$ cat config.mk
export PLATFORM = sky130hd
export DESIGN_NAME = mem_port_arbiter_flat
export DESIGN_NICKNAME = d
export VERILOG_FILES = /design/src/rtl/mem_port_arbiter_if.sv /design/src/rtl/mem_port_arbiter.sv /design/src/flat_wrapper.sv
export SDC_FILE = /design/constraint.sdc
export NUM_CORES = 1
export LEC_CHECK = 0
export CORE_AREA = 5 5 107 109
export CTS_CLUSTER_DIAMETER = 150
export CTS_CLUSTER_SIZE = 16
export DETAILED_ROUTE_END_ITERATION = 8
export DIE_AREA = 0 0 112 114
export PLACE_DENSITY = 0.68
export RECOVER_POWER = 100
export SLEW_MARGIN = 30
export SYNTH_ARGS = -nofsm -noshare
export SYNTH_HDL_FRONTEND = slang
export SYNTH_SLANG_ARGS = --single-unit
$ cat constraint.sdc
create_clock -name clk -period 4 [get_ports clk]
set_input_delay 0.6 -clock clk [delete_from_list [all_inputs] [get_ports clk]]
set_output_delay 0.6 -clock clk [all_outputs]
set_load 0.02 [all_outputs]
$ cat src/rtl/mem_port_arbiter_if.sv
// Bus bundle between the core (inst_*/data_* requesters), the arbiter and the downstream memory port.
// slave is the arbiter's view; master is the surrounding core/memory environment's view.
interface mem_port_arbiter_if;
  logic        inst_req;
  logic        inst_cache;
  logic [31:0] inst_addr;
  logic        inst_addr_ok;
  logic        inst_data_ok;
  logic [31:0] inst_rdata;

  logic        data_req;
  logic        data_cache;
  logic        data_wr;
  logic [3:0]  data_wstrb;
  logic [2:0]  data_size;
  logic [31:0] data_addr;
  logic [31:0] data_wdata;
  logic        data_addr_ok;
  logic        data_data_ok;
  logic [31:0] data_rdata;

  logic        mem_req;
  logic        mem_cache;
  logic        mem_wr;
  logic [3:0]  mem_wstrb;
  logic [2:0]  mem_size;
  logic [31:0] mem_addr;
  logic [31:0] mem_wdata;
  logic        mem_addr_ok;
  logic        mem_data_ok;
  logic [31:0] mem_rdata;

  modport slave (
    input  inst_req, inst_cache, inst_addr,
    output inst_addr_ok, inst_data_ok, inst_rdata,
    input  data_req, data_cache, data_wr, data_wstrb, data_size, data_addr, data_wdata,
    output data_addr_ok, data_data_ok, data_rdata,
    output mem_req, mem_cache, mem_wr, mem_wstrb, mem_size, mem_addr, mem_wdata,
    input  mem_addr_ok, mem_data_ok, mem_rdata
  );

  modport master (
    output inst_req, inst_cache, inst_addr,
    input  inst_addr_ok, inst_data_ok, inst_rdata,
    output data_req, data_cache, data_wr, data_wstrb, data_size, data_addr, data_wdata,
    input  data_addr_ok, data_data_ok, data_rdata,
    input  mem_req, mem_cache, mem_wr, mem_wstrb, mem_size, mem_addr, mem_wdata,
    output mem_addr_ok, mem_data_ok, mem_rdata
  );
endinterface

$ cat src/rtl/mem_port_arbiter.sv
// Shares one SRAM-like memory port between instruction fetch and load/store, routing returns in order.
// Define MEM_ARB_RR_EN for round-robin arbitration; default is fixed data-over-inst priority.
module mem_port_arbiter #(
  parameter int unsigned OUTSTANDING = 4,
  parameter int unsigned PTR_W       = $clog2(OUTSTANDING)
) (
  input  logic              clk,
  input  logic              resetn,
  mem_port_arbiter_if.slave bus,
  output logic              orphan_err
);
  localparam int unsigned     CNT_W    = PTR_W + 1;
  localparam logic [CNT_W-1:0] FULL_CNT = CNT_W'(OUTSTANDING);
  localparam logic            SRC_INST = 1'b0;
  localparam logic            SRC_DATA = 1'b1;

  typedef enum logic {ST_IDLE, ST_HOLD} state_t;

  state_t                 r_state;
  logic                   r_hold_src;
  logic                   r_orphan;
  logic [OUTSTANDING-1:0] r_src_fifo;
  logic [PTR_W-1:0]       r_wptr;
  logic [PTR_W-1:0]       r_rptr;
  logic [CNT_W-1:0]       r_count;
`ifdef MEM_ARB_RR_EN
  logic                   r_last_src;
`endif

  logic w_winner;
  logic w_full;
  logic w_empty;
  logic w_sel_src;
  logic w_sel_req;
  logic w_req;
  logic w_accept;
  logic w_head;
  logic w_pop;
  logic w_orphan;

  // Fresh arbitration winner, only used in IDLE
`ifdef MEM_ARB_RR_EN
  assign w_winner = (bus.inst_req && bus.data_req) ? ~r_last_src : bus.data_req;
`else
  assign w_winner = bus.data_req;
`endif

  assign w_full    = (r_count == FULL_CNT);
  assign w_empty   = (r_count == '0);
  assign w_sel_src = (r_state == ST_HOLD) ? r_hold_src : w_winner;
  assign w_sel_req = (r_state == ST_HOLD) ? (r_hold_src ? bus.data_req : bus.inst_req)
                                          : (bus.inst_req || bus.data_req);
  assign w_req     = resetn && !w_full && w_sel_req;
  assign w_accept  = w_req && bus.mem_addr_ok;
  assign w_head    = r_src_fifo[r_rptr];
  assign w_pop     = resetn && bus.mem_data_ok && !w_empty;
  assign w_orphan  = bus.mem_data_ok && w_empty;

  // Downstream request mux; inst path carries fixed read-word attributes
  assign bus.mem_req   = w_req;
  assign bus.mem_cache = w_sel_src ? bus.data_cache : bus.inst_cache;
  assign bus.mem_wr    = w_sel_src && bus.data_wr;
  assign bus.mem_wstrb = w_sel_src ? bus.data_wstrb : 4'h0;
  assign bus.mem_size  = w_sel_src ? bus.data_size : 3'd2;
  assign bus.mem_addr  = w_sel_src ? bus.data_addr : bus.inst_addr;
  assign bus.mem_wdata = w_sel_src ? bus.data_wdata : 32'h0;

  assign bus.inst_addr_ok = w_accept && (w_sel_src == SRC_INST);
  assign bus.data_addr_ok = w_accept && (w_sel_src == SRC_DATA);
  assign bus.inst_data_ok = w_pop && (w_head == SRC_INST);
  assign bus.data_data_ok = w_pop && (w_head == SRC_DATA);
  assign bus.inst_rdata   = bus.mem_rdata;
  assign bus.data_rdata   = bus.mem_rdata;
  assign orphan_err       = r_orphan;

  always_ff @(posedge clk) begin
    if (!resetn) begin
      r_state    <= ST_IDLE;
      r_hold_src <= SRC_INST;
      r_wptr     <= '0;
      r_rptr     <= '0;
      r_count    <= '0;
      r_orphan   <= 1'b0;
`ifdef MEM_ARB_RR_EN
      r_last_src <= SRC_INST;
`endif
    end else begin
      // Grant stays locked on the held source until accepted or withdrawn
      case (r_state)
        ST_IDLE: if (w_req && !bus.mem_addr_ok) begin
          r_state    <= ST_HOLD;
          r_hold_src <= w_winner;
        end
        ST_HOLD: if (w_accept || !w_sel_req) r_state <= ST_IDLE;
        default: r_state <= ST_IDLE;
      endcase

      if (w_accept) begin
        r_src_fifo[r_wptr] <= w_sel_src;
        r_wptr             <= r_wptr + PTR_W'(1);
      end
      if (w_pop) r_rptr <= r_rptr + PTR_W'(1);

      if (w_accept && !w_pop)      r_count <= r_count + CNT_W'(1);
      else if (!w_accept && w_pop) r_count <= r_count - CNT_W'(1);

      if (w_orphan) r_orphan <= 1'b1;
`ifdef MEM_ARB_RR_EN
      if (w_accept) r_last_src <= w_sel_src;
`endif
    end
  end
endmodule

$ cat src/flat_wrapper.sv
// flat-port wrapper written by rule: the top's interface ports become plain ports
module mem_port_arbiter_flat 
#(
  parameter int unsigned OUTSTANDING = 4,
  parameter int unsigned PTR_W       = $clog2(OUTSTANDING)
)
  (clk, resetn, orphan_err, bus_inst_req, bus_inst_cache, bus_inst_addr, bus_inst_addr_ok, bus_inst_data_ok, bus_inst_rdata, bus_data_req, bus_data_cache, bus_data_wr, bus_data_wstrb, bus_data_size, bus_data_addr, bus_data_wdata, bus_data_addr_ok, bus_data_data_ok, bus_data_rdata, bus_mem_req, bus_mem_cache, bus_mem_wr, bus_mem_wstrb, bus_mem_size, bus_mem_addr, bus_mem_wdata, bus_mem_addr_ok, bus_mem_data_ok, bus_mem_rdata);
  mem_port_arbiter_if bus_i ();
  input  logic clk;
  input  logic resetn;
  output logic orphan_err;
  input wire logic [$bits(bus_i.inst_req)-1:0] bus_inst_req;
  input wire logic [$bits(bus_i.inst_cache)-1:0] bus_inst_cache;
  input wire logic [$bits(bus_i.inst_addr)-1:0] bus_inst_addr;
  output wire logic [$bits(bus_i.inst_addr_ok)-1:0] bus_inst_addr_ok;
  output wire logic [$bits(bus_i.inst_data_ok)-1:0] bus_inst_data_ok;
  output wire logic [$bits(bus_i.inst_rdata)-1:0] bus_inst_rdata;
  input wire logic [$bits(bus_i.data_req)-1:0] bus_data_req;
  input wire logic [$bits(bus_i.data_cache)-1:0] bus_data_cache;
  input wire logic [$bits(bus_i.data_wr)-1:0] bus_data_wr;
  input wire logic [$bits(bus_i.data_wstrb)-1:0] bus_data_wstrb;
  input wire logic [$bits(bus_i.data_size)-1:0] bus_data_size;
  input wire logic [$bits(bus_i.data_addr)-1:0] bus_data_addr;
  input wire logic [$bits(bus_i.data_wdata)-1:0] bus_data_wdata;
  output wire logic [$bits(bus_i.data_addr_ok)-1:0] bus_data_addr_ok;
  output wire logic [$bits(bus_i.data_data_ok)-1:0] bus_data_data_ok;
  output wire logic [$bits(bus_i.data_rdata)-1:0] bus_data_rdata;
  output wire logic [$bits(bus_i.mem_req)-1:0] bus_mem_req;
  output wire logic [$bits(bus_i.mem_cache)-1:0] bus_mem_cache;
  output wire logic [$bits(bus_i.mem_wr)-1:0] bus_mem_wr;
  output wire logic [$bits(bus_i.mem_wstrb)-1:0] bus_mem_wstrb;
  output wire logic [$bits(bus_i.mem_size)-1:0] bus_mem_size;
  output wire logic [$bits(bus_i.mem_addr)-1:0] bus_mem_addr;
  output wire logic [$bits(bus_i.mem_wdata)-1:0] bus_mem_wdata;
  input wire logic [$bits(bus_i.mem_addr_ok)-1:0] bus_mem_addr_ok;
  input wire logic [$bits(bus_i.mem_data_ok)-1:0] bus_mem_data_ok;
  input wire logic [$bits(bus_i.mem_rdata)-1:0] bus_mem_rdata;
  assign bus_i.inst_req = bus_inst_req;
  assign bus_i.inst_cache = bus_inst_cache;
  assign bus_i.inst_addr = bus_inst_addr;
  assign bus_inst_addr_ok = bus_i.inst_addr_ok;
  assign bus_inst_data_ok = bus_i.inst_data_ok;
  assign bus_inst_rdata = bus_i.inst_rdata;
  assign bus_i.data_req = bus_data_req;
  assign bus_i.data_cache = bus_data_cache;
  assign bus_i.data_wr = bus_data_wr;
  assign bus_i.data_wstrb = bus_data_wstrb;
  assign bus_i.data_size = bus_data_size;
  assign bus_i.data_addr = bus_data_addr;
  assign bus_i.data_wdata = bus_data_wdata;
  assign bus_data_addr_ok = bus_i.data_addr_ok;
  assign bus_data_data_ok = bus_i.data_data_ok;
  assign bus_data_rdata = bus_i.data_rdata;
  assign bus_mem_req = bus_i.mem_req;
  assign bus_mem_cache = bus_i.mem_cache;
  assign bus_mem_wr = bus_i.mem_wr;
  assign bus_mem_wstrb = bus_i.mem_wstrb;
  assign bus_mem_size = bus_i.mem_size;
  assign bus_mem_addr = bus_i.mem_addr;
  assign bus_mem_wdata = bus_i.mem_wdata;
  assign bus_i.mem_addr_ok = bus_mem_addr_ok;
  assign bus_i.mem_data_ok = bus_mem_data_ok;
  assign bus_i.mem_rdata = bus_mem_rdata;
  mem_port_arbiter #(.OUTSTANDING(OUTSTANDING), .PTR_W(PTR_W)) u_core (.clk(clk), .resetn(resetn), .bus(bus_i), .orphan_err(orphan_err));
endmodule
==> results.yml, run 1 <==
place:
  pre_cts_ws_ps: 782
  io_buffers: 190
  gp_congestion: 0.868
  placed_area_mm2: 0.00353
  dpl.hpwl_mm: 7.93
  dp_cells: 475
synth:
  synth_area_mm2: 0.00195
  synth_cell_types: 35
  synth_area_leaders: "buf_4, mux2_2, nor2b_1"
  synth_edf_count: 4
  async_flop_share_pct: 0
  synthesis.nets: 367
  ys_ff_latch: 14
  yosysTopAreaCell: "buf_4"
  synth_top_area_share_pct: 25.0
  ys_seq_area_share_pct: 16.4
  avgSynthCellArea_um2: 8.99
  synthCells: 217
  ys.flop_type: "dfxtp_1"
  yosysMostFrequentCell: "buf_4"
  ys_warn_count: 0
  synth_common_cells: "buf_4, nor2b_1, mux2_2, dfxtp_1, mux2_4"
routing:
  drt-total-wl_mm: 9.24
  wire_per_inst_um: 19.3
  drc: 0
  ant_nets: 0
  drtIter0Drc: 47
  vias_per_cell: 3.89
  firstDrtPassIters: 4
  dr_total_vias: 1864
finish:
  final_core_util_pct: 33.8
  multi_input_area_mm2: 0.00105
  drive_above_1_share_pct: 12.4
  n_fill_cell: 1098
  area_delta_synth_final_pct: 81.8
  nets: 490
  post-route-cell-area_mm2: 0.00355
  stdcell_count: 479
  ff_latch_area_um2: 320
  num_antenna_cells: 0
worst_setup_path:
  crit_path_end_kind: "output pin"
  arrival_ps: 2830
  cp.required_ps: 3400
  path_class: "in2out"
  start_kind: "input port"
  crit_fanout: 75
cts:
  cts_buffer_depth: 2
  clk_latency_ps: 250
  clock_sinks: 14
  cts_resized: 0
  clk_pin_slew_worst_paths_ps: 60
  root_buffer: "clkbuf_8"
  holdBufCountCts: 0
  h-tree-depth: 1
  cts_tree: "done"
  cts-buffers-inserted: 3
  post_cts_buffers: 0
worst_hold_path:
  holdCritPathClass: "reg2reg"
timing:
  finClkSkew_ps: 4.25
  fmax_mhz: 292
  hold_viol_final: 0
  worst_pin_slew_ps: 1110
  rsz0062_at_grt: "no"
  setup_viol: 0
  fin_ws_ps: 573
  slew_headroom_pct: 25.2
  holdWs_ps: 496
  fin_setup_tns_ps: 0
  finalMaxSlewViolations: 0
  min_period_over_period_pct: 85.7
  min_period_ps: 3430
floorplanning:
  start_util_pct: 18.6
  dieArea_mm2: 0.0128
  io_pins: 287
  dieWidth_um: 112
  row_count: 38
  fp.dieH_um: 114
  core_area_mm2: 0.0105
power:
  p_sw_share_pct: 38.0
  switchingPower_mw: 0.361
  ir_drop_v: 0.000168
  fin_total_pwr_mw: 0.949
  internal_power_mw: 0.588
  power_frac_clock_pct: 14.4
  power_density_mw_per_mm2: 267
  p_leak_nw: 1.42
  combPwrFrac_pct: 64.7
  p_seq_share_pct: 20.9
status:
  status: "finished, final reports clean"
grt:
  overflow: 0
  grt_max_degree: 76
  gr-usage-all-layers_pct: 13.2
  grt_antenna_before_repair: 0
  grt_pass1_vias: 2023
  grt_first_pass_wirelength_mm: 12.8
job:
  drv_cap: 0
-- worst max-delay path: stages --
cell	delay (ps)
dlygate4sd3_1	600
mux2i_4	190
buf_12	340
mux2_2	400
dlygate4sd3_1	660
-- registers in the layout (all words and copies together) (netlist names) --
register	cells
u_core.r_state	1
u_core.orphan_err	1
u_core.r_src_fifo	4
u_core.r_rptr	2
u_core.r_wptr	2
u_core.r_count	3
u_core.r_hold_src	1
-- cell usage in the layout, fill, tap and decap left out, types with 2 or more instances in the layout --
cell type / count
mux2_4: 8
and2_0: 6
edfxtp_1: 4
a21boi_0: 2
xnor2_1: 2
clkbuf_8: 4
inv_1: 6
dfxtp_1: 10
nor2_1: 5
nand2_1: 4
xor2_1: 2
nor2b_1: 42
mux2i_1: 3
clkdlybuf4s50_1: 109
dlygate4sd3_1: 81
o21ai_0: 2
mux2_2: 25
nor3_1: 3
ha_1: 5
-- power groups by stage --
| stage | registers, mW | logic [mW] | clock network, mW |
|---|---|---|---|
| 2_1_floorplan | 0.201 | 0.428 | 0 |
| 3_3_place_gp | 0.204 | 0.657 | 0 |
| 3_5_place_dp | 0.207 | 0.665 | 0 |
| 4_1_cts | 0.204 | 0.669 | 0.141 |
| 5_1_grt | 0.203 | 0.662 | 0.148 |
| 6_report | 0.199 | 0.614 | 0.136 |
-- routing by layer --
layer / global-route usage, % / share of wire, % / up-vias
li1: - / - / 883
met1: 15.1 / 38 / 825
met2: 20.9 / 46 / 138
met3: 8.86 / 16 / 18
met4: 2.32 / 0.94 / 0
met5: 0 / 0 / -
-- final cells by class --
class	count	area share, %
Clock buffer	4	1.55
Inverter	6	0.635
Multi-Input combinational cell	124	29.7
Sequential cell	14	9.03
Tap cell	140	4.94
Timing Repair Buffer	191	54.2
-- logic make-up (layout without fill, tap and decap cells) --
group | after synthesis | after routing | synth area share (%)
mux | 38 | 38 | 23.8
fa+ha+maj | 6 | 6 | 4.23
simple gates | 68 | 68 | 21.6
flops | 14 | 14 | 16.4
xor+xnor | 4 | 4 | 1.80
compound gates | 8 | 8 | 3.72
buf+inv | 79 | 201 | 28.5
-- worst paths after layout --
path / slack, ps / endpoint / depth (start not counted) / from
min reg2reg: 500 / u_core.orphan_err / 2 / u_core.orphan_err
max reg2reg: 1190 / u_core.r_count[2] / 7 / u_core.r_count[0]
min: 500 / u_core.orphan_err / 2 / u_core.orphan_err
max: 570 / bus_mem_addr[19] / 5 / bus_data_req
Note: power is estimated with default switching activity, not from simulation.
==> inputs of run 2 (changes only) <==
Settings changed: CTS_BUF_LIST set to sky130_fd_sc_hd__clkbuf_8.
==> results of run 2 <==
No change in the layout: final DEF, timing and power equal those of run 1.
==> inputs of run 3 (changes only) <==
==> constraint.sdc (replaced) <==
create_clock -name clk -period 4 [get_ports clk]
set_input_delay 0.6 -clock clk [delete_from_list [all_inputs] [get_ports clk]]
set_output_delay 0.6 -clock clk [all_outputs]
set_load 0.01 [all_outputs]
==> results.yml, run 3 (synthesis gave the netlist of run 1 again) <==
status:
  status: "finished, final reports clean"
grt:
  grt_pass1_vias: 2029
  overflow: 0
  grt_first_pass_wirelength_mm: 12.6
  grt_max_degree: 76
  grt_antenna_before_repair: 0
  gr-usage-all-layers_pct: 12.9
routing:
  drtIter0Drc: 76
  dr_total_vias: 1884
  vias_per_cell: 3.93
  wire_per_inst_um: 19.1
  drt-total-wl_mm: 9.13
  drc: 0
  firstDrtPassIters: 4
  ant_nets: 0
floorplanning:
  core_area_mm2: 0.0105
  fp.dieH_um: 114
  dieArea_mm2: 0.0128
  dieWidth_um: 112
  io_pins: 287
  row_count: 38
  start_util_pct: 18.6
cts:
  post_cts_buffers: 0
  clk_pin_slew_worst_paths_ps: 60
  holdBufCountCts: 0
  cts_tree: "done"
  cts_buffer_depth: 2
  cts_resized: 0
  clk_latency_ps: 240
  cts-buffers-inserted: 3
  clock_sinks: 14
  h-tree-depth: 1
  root_buffer: "clkbuf_8"
worst_hold_path:
  hp-start: "u_core.orphan_err"
  min_path_cells: 2
  holdCritPathClass: "reg2reg"
worst_setup_path:
  start_kind: "input port"
  crit_fanout: 75
  path_class: "in2out"
  arrival_ps: 2800
  rrSetupSlack_ps: 1110
  rr_startpoint: "u_core.r_count[0]"
  critPathLaunch: "bus_data_req"
  cp.required_ps: 3400
  crit_path_end_kind: "output pin"
  worstRegToRegCells: 7
timing:
  hold_viol_final: 0
  min_period_ps: 3400
  holdWs_ps: 508
  finClkSkew_ps: 3.51
  rsz0062_at_grt: "no"
  fmax_mhz: 295
  setup_viol: 0
  finalMaxSlewViolations: 0
  worst_pin_slew_ps: 1150
  min_period_over_period_pct: 84.9
  slew_headroom_pct: 22.6
  fin_setup_tns_ps: 0
place:
  dpl.hpwl_mm: 7.83
  placed_area_mm2: 0.00353
  gp_congestion: 0.812
  io_buffers: 190
job:
  drv_cap: 0
finish:
  area_delta_synth_final_pct: 81.3
  final_cell_mix: "clkdlybuf4s50_1, dlygate4sd3_1, nor2b_1"
  final_common_cell: "clkdlybuf4s50_1"
  drive_above_1_share_pct: 11.8
  largest_register_ffs: 4
  num_antenna_cells: 0
  top_register: "u_core.r_src_fifo"
  post-route-cell-area_mm2: 0.00354
  nets: 490
  n_fill_cell: 1089
  reg_top3: "u_core.r_src_fifo: 4 flops, u_core.r_count: 3 flops"
power:
  ir_drop_v: 0.000235
  power_density_mw_per_mm2: 243
  p_leak_nw: 1.41
-- run 3: changes by cell type in the layout (fill, tap and decap cells not counted) --
cell             before  now
dlygate4sd3_1        81   80
clkbuf_8              4    3
clkdlybuf4s50_1     109  110
clkinv_1              0    1
mux2_2               25   24
mux2_1                0    1
-- run 3: cell type report --
cell class	instances	area (um2)	area share [%]
timing repair buffer	191	1920	54.3
clock buffer	3	41.3	1.17
clock inverter	1	3.75	0.106
sequential	14	320	9.05
tap	140	175	4.95
inverter	6	22.5	0.636
multi-input combinational	124	1050	29.8
-- run 3: stage by stage --
stage               instances  setup slack [ps]  util (%)  power, mW
CTS                       479               806      34.0      0.925
finish                    479               605      33.7      0.859
global placement          475               833      33.6      0.795
detailed placement        475               814      33.6      0.802
global route              479               486      33.7      0.919
floorplan                 217              1590         -      0.531
-- run 3: power breakdown --
group	internal, mW	switching, mW	leakage [nW]
registers	0.170	0.0275	0.119
clock network	0.0678	0.0474	0.0231
logic	0.329	0.217	1.27
total	0.567	0.291	1.41
-- run 3: routing by layer --
metal	track usage (%)	part of all wire (%)	vias up
met2	21.1	46	131
met4	1.44	0.50	0
met3	9.23	17	14
met5	0	0	-
li1	-	-	885
met1	14.2	37	854
-- run 3: path summary, 6_finish.rpt --
check	end
worst max-delay path	bus_mem_addr[23]
worst min-delay path	u_core.orphan_err
worst max register to register	u_core.r_count[2]
worst min register to register	u_core.orphan_err
-- run 3: worst max-delay path, cell delays in order --
cell           delay, ps
dlygate4sd3_1        610
mux2i_4              190
buf_12               350
mux2_2               390
dlygate4sd3_1        630
